===== config.mk =====
export PLATFORM = sky130hd
export DESIGN_NAME = uart_rx
export DESIGN_NICKNAME = d
export VERILOG_FILES = /design/src/rtl/uart_pkg.sv /design/src/rtl/uart_sync.sv /design/src/rtl/uart_rx.sv
export SDC_FILE = /design/constraint.sdc
export NUM_CORES = 1
export LEC_CHECK = 0
export CAP_MARGIN = 30
export CORE_ASPECT_RATIO = 1.5
export CORE_UTILIZATION = 62
export DETAILED_ROUTE_END_ITERATION = 12
export PLACE_DENSITY = 0.84
export SETUP_SLACK_MARGIN = 0.15
export SLEW_MARGIN = 20
export SYNTH_ARGS = -nofsm -noshare
export SYNTH_HDL_FRONTEND = slang
export SYNTH_HIERARCHICAL = 1
export SYNTH_SLANG_ARGS = --single-unit

===== constraint.sdc =====
create_clock -name clock -period 3.2 [get_ports clock]
set_input_delay 0.48 -clock clock [delete_from_list [all_inputs] [get_ports clock]]
set_output_delay 0.48 -clock clock [all_outputs]
set_load 0.02 [all_outputs]

===== src/rtl/uart_pkg.sv =====
// Shared UART types: transmitter and receiver state enums plus a width helper.
// Optional build macro: UART_RX_PARITY_EN adds the receiver PARITY state.
package uart_pkg;

  typedef enum logic [2:0] {
    TX_IDLE,
    TX_START,
    TX_DATA,
    TX_PARITY,
    TX_STOP
  } tx_state_t;

`ifdef UART_RX_PARITY_EN
  typedef enum logic [2:0] {
    RX_IDLE,
    RX_START,
    RX_DATA,
    RX_PARITY,
    RX_STOP
  } rx_state_t;
`else
  typedef enum logic [2:0] {
    RX_IDLE,
    RX_START,
    RX_DATA,
    RX_STOP
  } rx_state_t;
`endif

  // Bits needed to hold values 0..n-1, never less than one.
  function automatic int unsigned width_for(input int unsigned n);
    return (n <= 2) ? 1 : $clog2(n);
  endfunction

endpackage


===== src/rtl/uart_sync.sv =====
// Two-flop synchronizer for an asynchronous single-bit input.
module uart_sync #(
  parameter logic RESET_VAL = 1'b1
) (
  input  logic clock,
  input  logic reset_n,
  input  logic d,
  output logic q
);

  logic meta;

  // Two back-to-back flops; both reset to the line's idle level.
  always_ff @(posedge clock or negedge reset_n) begin
    if (!reset_n) begin
      meta <= RESET_VAL;
      q    <= RESET_VAL;
    end else begin
      meta <= d;
      q    <= meta;
    end
  end

endmodule


===== src/rtl/uart_rx.sv =====
// UART receiver: 1 start, DATA_BITS data (LSB first), optional even parity, 1 stop.
// Optional build macro: UART_RX_PARITY_EN adds the parity bit and rx_parity_err.
//
// state     | meaning
// ----------+-----------------------------------------------------------
// RX_IDLE   | line idle; waits for a low level while armed
// RX_START  | half-bit wait, then confirms the start bit is still low
// RX_DATA   | samples DATA_BITS bits at mid-bit
// RX_PARITY | samples the even-parity bit (parity builds only)
// RX_STOP   | samples the stop bit; emits rx_valid or rx_frame_err
module uart_rx
  import uart_pkg::*;
#(
  parameter int BAUD_RATE  = 9600,
  parameter int CLOCK_FREQ = 50000000,
  parameter int DATA_BITS  = 8
) (
  input  logic                 clock,
  input  logic                 reset_n,
  input  logic                 rx,
  output logic [DATA_BITS-1:0] rx_data,
  output logic                 rx_valid,
  output logic                 rx_busy,
  output logic                 rx_frame_err
`ifdef UART_RX_PARITY_EN
  ,
  output logic                 rx_parity_err
`endif
);

  localparam int unsigned BIT_CYCLES  = CLOCK_FREQ / BAUD_RATE;
  localparam int unsigned HALF_CYCLES = BIT_CYCLES / 2;
  localparam int unsigned CNT_W       = width_for(BIT_CYCLES);
  localparam int unsigned IDX_W       = width_for(DATA_BITS);

  localparam logic [CNT_W-1:0] BIT_LAST  = CNT_W'(BIT_CYCLES - 1);
  localparam logic [CNT_W-1:0] HALF_LAST = CNT_W'(HALF_CYCLES - 1);
  localparam logic [IDX_W-1:0] IDX_LAST  = IDX_W'(DATA_BITS - 1);

  logic rx_s;

  rx_state_t            state_q, state_n;
  logic [CNT_W-1:0]     cnt_q, cnt_n;
  logic [IDX_W-1:0]     idx_q, idx_n;
  logic [DATA_BITS-1:0] shift_q, shift_n;
  logic                 armed_q, armed_n;
  logic [DATA_BITS-1:0] data_n;
  logic                 valid_n;
  logic                 ferr_n;
`ifdef UART_RX_PARITY_EN
  logic                 par_bad_q, par_bad_n;
  logic                 perr_n;
`endif

  uart_sync #(.RESET_VAL(1'b1)) u_sync (
    .clock   (clock),
    .reset_n (reset_n),
    .d       (rx),
    .q       (rx_s)
  );

  // Busy is purely a state decode so it falls on the same edge the pulses rise.
  assign rx_busy = (state_q != RX_IDLE);

  // State, datapath and output registers.
  always_ff @(posedge clock or negedge reset_n) begin
    if (!reset_n) begin
      state_q      <= RX_IDLE;
      cnt_q        <= '0;
      idx_q        <= '0;
      shift_q      <= '0;
      armed_q      <= 1'b1;
      rx_data      <= '0;
      rx_valid     <= 1'b0;
      rx_frame_err <= 1'b0;
`ifdef UART_RX_PARITY_EN
      par_bad_q     <= 1'b0;
      rx_parity_err <= 1'b0;
`endif
    end else begin
      state_q      <= state_n;
      cnt_q        <= cnt_n;
      idx_q        <= idx_n;
      shift_q      <= shift_n;
      armed_q      <= armed_n;
      rx_data      <= data_n;
      rx_valid     <= valid_n;
      rx_frame_err <= ferr_n;
`ifdef UART_RX_PARITY_EN
      par_bad_q     <= par_bad_n;
      rx_parity_err <= perr_n;
`endif
    end
  end

  // Next-state and datapath decode; everything holds unless a branch says otherwise.
  always_comb begin
    state_n = state_q;
    cnt_n   = cnt_q;
    idx_n   = idx_q;
    shift_n = shift_q;
    armed_n = armed_q;
    data_n  = rx_data;
    valid_n = 1'b0;
    ferr_n  = 1'b0;
`ifdef UART_RX_PARITY_EN
    par_bad_n = par_bad_q;
    perr_n    = 1'b0;
`endif

    case (state_q)
      RX_IDLE: begin
        // After a frame error the line must be seen high before a new start counts.
        if (!armed_q) begin
          if (rx_s) armed_n = 1'b1;
        end else if (!rx_s) begin
          state_n = RX_START;
          cnt_n   = '0;
        end
      end

      RX_START: begin
        if (cnt_q == HALF_LAST) begin
          cnt_n = '0;
          if (!rx_s) begin
            state_n = RX_DATA;
            idx_n   = '0;
          end else begin
            state_n = RX_IDLE;
          end
        end else begin
          cnt_n = cnt_q + CNT_W'(1);
        end
      end

      RX_DATA: begin
        if (cnt_q == BIT_LAST) begin
          cnt_n          = '0;
          shift_n[idx_q] = rx_s;
          if (idx_q == IDX_LAST) begin
`ifdef UART_RX_PARITY_EN
            state_n = RX_PARITY;
`else
            state_n = RX_STOP;
`endif
          end else begin
            idx_n = idx_q + IDX_W'(1);
          end
        end else begin
          cnt_n = cnt_q + CNT_W'(1);
        end
      end

`ifdef UART_RX_PARITY_EN
      RX_PARITY: begin
        if (cnt_q == BIT_LAST) begin
          cnt_n     = '0;
          par_bad_n = (^shift_q) ^ rx_s;
          state_n   = RX_STOP;
        end else begin
          cnt_n = cnt_q + CNT_W'(1);
        end
      end
`endif

      RX_STOP: begin
        if (cnt_q == BIT_LAST) begin
          cnt_n   = '0;
          idx_n   = '0;
          state_n = RX_IDLE;
          if (rx_s) begin
            data_n  = shift_q;
            valid_n = 1'b1;
`ifdef UART_RX_PARITY_EN
            perr_n  = par_bad_q;
`endif
          end else begin
            ferr_n  = 1'b1;
            armed_n = 1'b0;
          end
        end else begin
          cnt_n = cnt_q + CNT_W'(1);
        end
      end

      default: begin
        state_n = RX_IDLE;
        cnt_n   = '0;
        idx_n   = '0;
      end
    endcase
  end

endmodule


======== After elaboration in Yosys (flattened, before gate mapping) ========
Index checks and enable logic that the tools add are counted.
storage, ports and cells
  output and inout port bits .............. 11
  word-level logic and storage cells ...... 72
  input bits .............................. 3
  flip-flop bits (word level) ............. 40
cells by class
  eq/ne operators ......................... 15
  bitwise operators ....................... 1
  multiplexer cells ....................... 31
  reduce and logical (&&, ||, !) cells .... 11
  order comparisons ....................... 2
  $add $sub $neg .......................... 2
operators with widths
  kind                   number
  $mux 13                4
  $pmux 13 s3            1
  $mux 3                 10
  $pmux 3 s4             2
  $ne 2x2->1 const B     9
  $add 13x1->13 const B  1
  $eq 13x12->1 const B   1
  $eq 13x13->1 const B   1
  $reduce_and 6->1       2
  $mux 1                 10
  $bwmux 8               1
  $eq 3x2->1 const B     2
  $reduce_and 3->1       2
  $lt 3x4->1 const B     1
  $reduce_and 2->1       2
  $add 3x1->3 const B    1
  $demux 1 s3            1
  $eq 3x1->1 const B     1
  $eq 3x3->1 const B     1
  $ge 3x1->1 const B     1
  $logic_not 3->1        1
  $reduce_bool 3->1      1
  $mux 2                 1
  $pmux 1 s2             1
  other kinds (4)        4

======== Depth between registers and ports, before layout ========
Gate-level depths: netlist of run 1.
  depth after elaboration ................. 5
  depth in mapped cells ................... 8
  mapped depth without buffers ............ 6

======== By module ========
The synthesis of run 1 kept the hierarchy.
by module, submodules not included
  module     times used  seq. area each (um^2)  area an instance (um^2)  cells an instance
  uart_rx    1           927.1                  1896.8                   177
  uart_sync  1           52.6                   52.6                     2

======== Worst setup path before layout of run 1 ========
Ideal clock, no wire load.
  path type ............................... register -> register
  start ................................... register cnt_q[0]
  end ..................................... register idx_q[0]
  path buffers ............................ 1
  clock period less this slack ............ 2.032 ns
  required time ........................... 3.075 ns
  cell stages (with the launch flop) ...... 8
  data arrival time ....................... 1.907 ns
  setup time .............................. 0.125 ns
  path slack .............................. 1.168 ns
  cell sequence ........................... dfrtp_1 > ha_1 > and4bb_1 > nand4_2 > a22o_1 > buf_6 > nor3_4 > mux2_2
between the ends
  word-level cells in the longest chain between the ends .. 3
  elaborated cells between the ends (all ways) .. 6
  those cells by class .................... 5 x eq/ne; 1 x reduce/logical
ends and longest elaborated chain
  item                                          RTL line                                        RTL
  start: declaration                            uart_rx.sv:43                                   logic [CNT_W-1:0] cnt_q, cnt_n;
  start signal: assignment                      uart_rx.sv:82                                   cnt_q <= cnt_n;
  $eq 13x13->1 or $eq 13x12->1 (tied branches)  uart_rx.sv:137, uart_rx.sv:167, uart_rx.sv:123
  $ne 2x2->1 (no source line)                   n/a
  $reduce_and 6->1 (no source line) *           n/a
  end signal: assignment                        uart_rx.sv:83                                   idx_q <= idx_n;
  end: declaration                              uart_rx.sv:44                                   logic [IDX_W-1:0] idx_q, idx_n;
Every way passes the cells marked *; elsewhere a longest branch is shown, timed or not.
A chain may end at the register's enable or synchronous reset.

======== Worst setup path in the final report of run 1 ========
  start ................................... register cnt_q[0]
  end ..................................... register idx_q[1]
The elaborated chain is that of the path after synthesis.

==> results by group, run 1 <==
Clock tree
  • Clk sink count: 39
  • CTS max path bufs: 2
  • Hold bufs inserted after CTS: 0
  • H-Tree Depth: 2
  • Post-CTS setup buffer count: 0
  • Total CTS buffers: 5
  • Worst-skew pair later-pin latency: roughly 0.3 ns
  • Post_cts resized: 0
  • CTS tree: done
  • CTS root buf: clkbuf_8
  • Worst-path clk slew: 0.07 ns

Global route
  • First-pass GRT wire length: 6.43 mm
  • Largest net degree at the start of global routing: 40
  • Initial antenna violation count: 0
  • Remaining Overflow, GRT: 0
  • Vias in the first global route: between 1000 and 1500
  • GRT Util Overall: roughly 28%

STA
  • Final Critical Period: roughly 2.5 ns
  • Slew headroom: around 39%
  • RSZ-0062 raised after global routing: false
  • Worst-Margin Slew: 0.915 ns
  • Fin. Hold Viols: 0
  • Setup slack after layout: around 0.67 ns
  • Clk_skew: approximately 0.006 ns
  • Crit share post-route: between 70% and 80%
  • Fin Setup TNS: 0 ns
  • Max Fclk: about 400 MHz
  • Final Setup Violations: 0
  • Final Max Slew Viols: 0

Logic synthesis
  • Syn. warnings: 6
  • Syn Nets: about 190
  • Asr flop ratio synth: 100%
  • Biggest area consumer among synthesized cells: dfrtp_1
  • Synthesized instance count: roughly 180
  • Top FF cell, synth: dfrtp_1
  • Seq cells post-synth: 39
  • Synth Area in Simple Gates: 22.2%
  • Post-Synth XOR/XNOR Area: 0%
  • Ranking of synthesized cells by area: dfrtp_1 (46%), mux2_2 (10%), dfstp_2 (4.0%), a31oi_1 (2.9%), nand2_1 (2.7%)
  • Synth Area in Compound Gates: 10.1%
  • Library cells used by synthesis: 39
  • Combinational family with the most area after synthesis: simple AND/OR/NAND/NOR gates
  • Commonest cells post-synth: dfrtp_1 (36), mux2_2 (18), nand2_1 (14), nor2_1 (11)
  • Yosys top cell area share: 46.2%
  • Adder-cell share of the synthesized area: under 10%
  • Proportion of synthesized area in mux cells: around 11%
  • Mapped cell area: a little under 0.002 mm^2
  • Syn_area_per_cell: between 10 and 15 um^2
  • Post-synth EDFFs: 0
  • Count leader, synth: dfrtp_1
  • Sequential element share of the synthesized area: about half

Layout
  • Share of post-route cells with drive strength above 1: between 10% and 20%
  • Layout Nets: 197
  • Fill cell count: 210
  • Antenna diodes: 0
  • Layout Utilization: roughly three quarters
  • Area Overhead vs Synth: 12.2%

Worst setup path
  • Crit-path max FO: 27
  • CP Capture Type: flop
  • Worst Path Arrival: 2.71 ns
  • WS Path Type: flop to flop
  • Required @ worst endpoint: between 3 and 4 ns
  • Startpoint types: flop

Power and ir drop
  • NetSw: roughly 0.37 mW
  • Clock power frac: between 30% and 40%
  • Power per cell area: 565 mW/mm^2
  • Seq pwr share: a little under half
  • Worst vdd ir: 464 uV
  • P_leak: between 1 and 1.5 nW
  • Int Pwr: a little under 0.9 mW
  • Sw Share: roughly 30%
  • Logic pwr share: approximately a fifth

Floorplan
  • Die footprint: between 0.003 and 0.004 mm^2
  • Die W: approximately 48 um
  • Core box area: just under 0.003 mm^2
  • Total I/O pin count: 14
  • FP Rows: 24
  • Die H: just over 70 um
  • Starting density of the core: between 60% and 70%

Detailed routing
  • Antenna-violating nets left: 0
  • Post-DR vias/cell: 6.33
  • Wire per inst: between 15 and 20 um
  • Total Routed Length: roughly 4.1 mm
  • # DRC: 0
  • DRT Pass-1 Iters: 4
  • Total number of vias: roughly 1500
  • Initial DRC Count: 37

Placed design
  • Routability-driven placement congestion ratio: roughly 0.89
  • Hpwl dp: 2.85 mm
  • DP Worst Slack: 0.712 ns
  • Port Buf Inserts: 13

Flow run
  • Max-Cap Viols: 0

Run status
  • Status: complete, no violations

Min path
  • Tightest Hold Check Type: primary input to asynchronous set/reset pin
## cell usage in the layout (no fill, tap or decap), types with 3 or more instances in the layout
| cell | Yosys | final |
|---|---|---|
| dfstp_2 | 3 | 3 |
| clkdlybuf4s50_1 | 0 | 12 |
| clkbuf_8 | 0 | 6 |
| and3_1 | 6 | 6 |
| nand4_1 | 3 | 3 |
| nand2_1 | 14 | 14 |
| a31oi_1 | 9 | 9 |
| nor3_1 | 3 | 3 |
| mux2_2 | 18 | 18 |
| ha_1 | 4 | 4 |
| nor3b_1 | 4 | 4 |
| nand3_1 | 9 | 9 |
| nor2_1 | 11 | 11 |
| dfrtp_1 | 36 | 36 |
| o21ai_0 | 3 | 3 |
| nor2b_1 | 4 | 4 |
| a21oi_1 | 8 | 8 |
| inv_1 | 6 | 6 |
## metrics by stage
stage	std cells	area [um^2]	total power, mW	hold slack (ns)
detailed placement	222	2070	0.815	0.354
global placement	222	2070	0.801	0.347
global route	230	2190	1.29	0.363
finish	230	2190	1.24	0.280
floorplan	179	1950	0.774	0.184
CTS	230	2190	1.24	0.308
## metal layers
metal	track usage [%]	wire, um	vias up
met3	8.16	171	14
met1	27.8	1480	731
met5	0	0	-
li1	-	-	668
met4	14.8	136	0
met2	47.4	2310	43
## power groups by stage
stage | Combinational [mW] | Clock (mW) | Sequential, mW
after floorplan | 0.205 | 0 | 0.569
after global placement | 0.223 | 0 | 0.578
after detailed placement | 0.234 | 0 | 0.581
after CTS | 0.237 | 0.428 | 0.572
after global routing | 0.261 | 0.447 | 0.580
final | 0.237 | 0.424 | 0.575
## worst max-delay path: stages (launching register included)
cell and delay (ns):
dfrtp_1 0.45, ha_1 0.23, nor4bb_1 0.29, nand4_1 0.17
a22o_1 0.55, nor3_4 0.35, mux2_2 0.37
## state kept, by name, indices dropped and copies added, names as in the netlist
register / cells
cnt_q: 13
rx_data: 8
shift_q: 8
idx_q: 3
state_q: 2
armed_q: 1
rx_frame_err: 1
rx_valid: 1
u_sync/meta: 1
u_sync/q: 1
## cell type report
| cell class | instances | area (um^2) | area share, % |
|---|---|---|---|
| sequential | 39 | 980 | 44.8 |
| multi-input combinational | 125 | 893 | 40.8 |
| timing repair buffer | 13 | 125 | 5.72 |
| clock buffer | 6 | 82.6 | 3.78 |
| tap | 39 | 48.8 | 2.23 |
| clock inverter | 2 | 35.0 | 1.60 |
| inverter | 6 | 22.5 | 1.03 |
## cell families after synthesis
group | count (synthesis)
compound gates | 30
fa+ha+maj | 4
buf+inv | 15
flops | 39
mux | 19
simple gates | 72
## worst paths after layout
| path | to | from | depth (start not counted) | slack [ns] |
|---|---|---|---|---|
| max in group asynchronous | idx_q[0] | reset_n | 1 | 2.40 |
| min in group clock | u_sync/q | u_sync/meta | 0 | 0.36 |
| min | shift_q[5] | reset_n | 1 | 0.28 |
| max reg2reg | idx_q[1] | cnt_q[0] | 6 | 0.67 |
| max | idx_q[1] | cnt_q[0] | 6 | 0.67 |
| min reg2reg | u_sync/q | u_sync/meta | 0 | 0.36 |
Note: power is estimated with default switching activity, not from simulation.
==> run 2: changes to the inputs <==
- CORE_UTILIZATION: 62 -> 52
- PLACE_DENSITY: 0.84 -> 0.75
- clock period: 3.2 -> 2.3 ns (I/O delays scaled with it)
==> run 2 against run 1 <==
Compared with the run above:
- largest cell class unchanged
- wire length decreased by 2.7%
- critical path type unchanged
- sequential share of layout area is 1.2 points lower
- the run now ends with hold timing left
- non-clock buffer count is 5 higher
- first-iteration DRC count fell by 11%
- count of clock-buffer cells in the layout up 1
- worst hold slack got worse by 0.29 ns
- highest routed layer unchanged
- global-route usage fell by 5.7 points
==> results by group, run 2 (synthesis results as in run 1) <==
Flow run
  • Max-Cap Viols: 0

Floorplan
  • Die W: a little over 50 um
  • Die H: 77.0 um
  • Core box area: 0.00348 mm^2
  • FP Rows: 26
  • Die footprint: 0.00400 mm^2
  • Total I/O pin count: 14
  • Starting density of the core: a little under three fifths

Clock tree
  • Hold bufs inserted after CTS: 0
  • Worst-skew pair later-pin latency: slightly below 0.3 ns
  • CTS max path bufs: 2
  • Total CTS buffers: 5
  • CTS root buf: clkbuf_8
  • CTS tree: done
  • H-Tree Depth: 2
  • Worst-path clk slew: approximately 0.070 ns
  • Clk sink count: 39

STA
  • Final Setup Violations: 0
  • Hold Slack: -0.00576 ns
  • Worst-Margin Slew: roughly 0.58 ns
  • Clk_skew: between 0.007 and 0.008 ns
  • Slew headroom: 61.3%
  • Fin. Hold Viols: 14
  • Final Max Slew Viols: 0
  • Fin Setup TNS: 0 ns
  • Max Fclk: 481 MHz
  • Crit share post-route: 90.4%
  • RSZ-0062 raised after global routing: true
  • Setup slack after layout: 0.220 ns
  • Final Critical Period: around 2.1 ns

Worst setup path
  • CP Capture Type: flop
  • Startpoint types: flop
  • Required @ worst endpoint: around 2.5 ns
  • Worst Path Arrival: between 2 and 2.5 ns
  • WS Path Type: flop to flop
  • Reg2Reg Setup Slack: about 0.22 ns
  • Crit-path max FO: 5

Detailed routing
  • DRT Pass-1 Iters: 4
  • Initial DRC Count: 33
  • Total Routed Length: ~4.0 mm
  • Antenna-violating nets left: 0
  • Post-DR vias/cell: between 6 and 7
  • # DRC: 0
  • Wire per inst: between 15 and 20 um
  • Total number of vias: approximately 1400

Layout
  • Max reg flops: 13
  • Share of post-route cells with drive strength above 1: 24.0%
  • Top Registers: cnt_q (13), rx_data (8), shift_q (8)
  • Area Overhead vs Synth: 15.4%
  • Commonest non-fill, non-tap cell in the layout: dfrtp_1
  • Antenna diodes: 0
  • Final cell count without fillers: approximately 240
  • Layout Nets: about 200
  • Commonest non-fill, non-tap cells in the layout: dfrtp_1 (36), mux2_2 (18), nand2_1 (14)
  • Design area: between 0.002 and 0.0025 mm^2
  • Top reg by flops: cnt_q

Power and ir drop
  • Sw Share: between 30% and 40%
  • Int Pwr: about 1.1 mW
  • NetSw: between 0.5 and 0.6 mW
  • Seq pwr share: around 48%
  • Pwr Total: around 1.6 mW
  • P_leak: approximately 1 nW
  • Power per cell area: about 730 mW/mm^2
  • Logic pwr share: about a quarter
  • Clock power frac: between 20% and 30%
  • Worst vdd ir: 550 uV

Global route
  • First-pass GRT wire length: 6.53 mm
  • Remaining Overflow, GRT: 0
  • Vias in the first global route: ~1400
  • Largest net degree at the start of global routing: 40
  • Initial antenna violation count: 0
  • GRT Util Overall: a little over a fifth

Placed design
  • Hpwl dp: ~2.8 mm
  • Port Buf Inserts: 13
  • Routability-driven placement congestion ratio: ~0.79
  • DP Worst Slack: ~0.11 ns
  • Placed cell areas: 0.00210 mm^2
  • Dpl cells: around 230

Run status
  • Failing checks: hold timing
  • Status: finished with violations

Min path
  • Tightest Hold Check Type: primary input to asynchronous set/reset pin
run 2: through the flow:
| step | hold slack [ns] | util (%) |
|---|---|---|
| finish | -0.00576 | 64.6 |
| global route | 0.0255 | 64.6 |
| CTS | 0.187 | 62.9 |
| detailed placement | 0.352 | 60.2 |
| global placement | 0.347 | 60.2 |
| floorplan | 0.0494 | - |
run 2: layout make-up:
| cell class | count | area (um^2) |
|---|---|---|
| fill | 281 | 1230 |
| sequential | 39 | 980 |
| multi-input combinational | 125 | 931 |
| timing repair buffer | 18 | 183 |
| clock buffer | 7 | 76.3 |
| tap | 42 | 52.6 |
| inverter | 6 | 22.5 |
| clock inverter | 1 | 5.00 |
run 2: worst paths after layout:
check                              to   startpoint  depth (start not counted)
max                        shift_q[2]     cnt_q[1]                          6
min in group clock           u_sync/q  u_sync/meta                          0
max reg2reg                shift_q[2]     cnt_q[1]                          6
max in group asynchronous  shift_q[2]      reset_n                          2
min reg2reg                  u_sync/q  u_sync/meta                          0
min                          rx_valid      reset_n                          1
run 2: power groups by stage:
stage                     Sequential [mW]  Combinational [mW]  Clock [mW]
after floorplan                     0.791               0.285           0
after CTS                           0.783               0.396       0.451
after global placement              0.795               0.356           0
after global routing                0.797               0.454       0.482
after detailed placement            0.801               0.376           0
final                               0.790               0.406       0.439
run 2: routing by layer:
metal	up-vias	GRT usage (%)	wire (um)
met4	0	9.19	78
met5	-	0	0
met1	724	24.8	1570
li1	682	-	-
met2	24	38.2	2240
met3	9	4.56	99
run 2: what timing repair did:
item	CTS	global route
setup buffers	1	0
cloned	0	0
gates resized for setup	2	6
pin swaps	0	0
endpoints found under the setup margin	7	10
run 2: critical path, stage by stage (launching register included):
cell      delay (ns)
dfrtp_1         0.36
ha_1            0.21
and4bb_2        0.28
nand3_1         0.13
or3_4           0.42
nor3b_2         0.22
mux2_2          0.35
==> run 3: changes to the inputs <==
- GPL_ROUTABILITY_DRIVEN: unset -> 0
==> results of run 3 <==
Same layout as run 2: the final DEF is identical, and so are final timing and power.
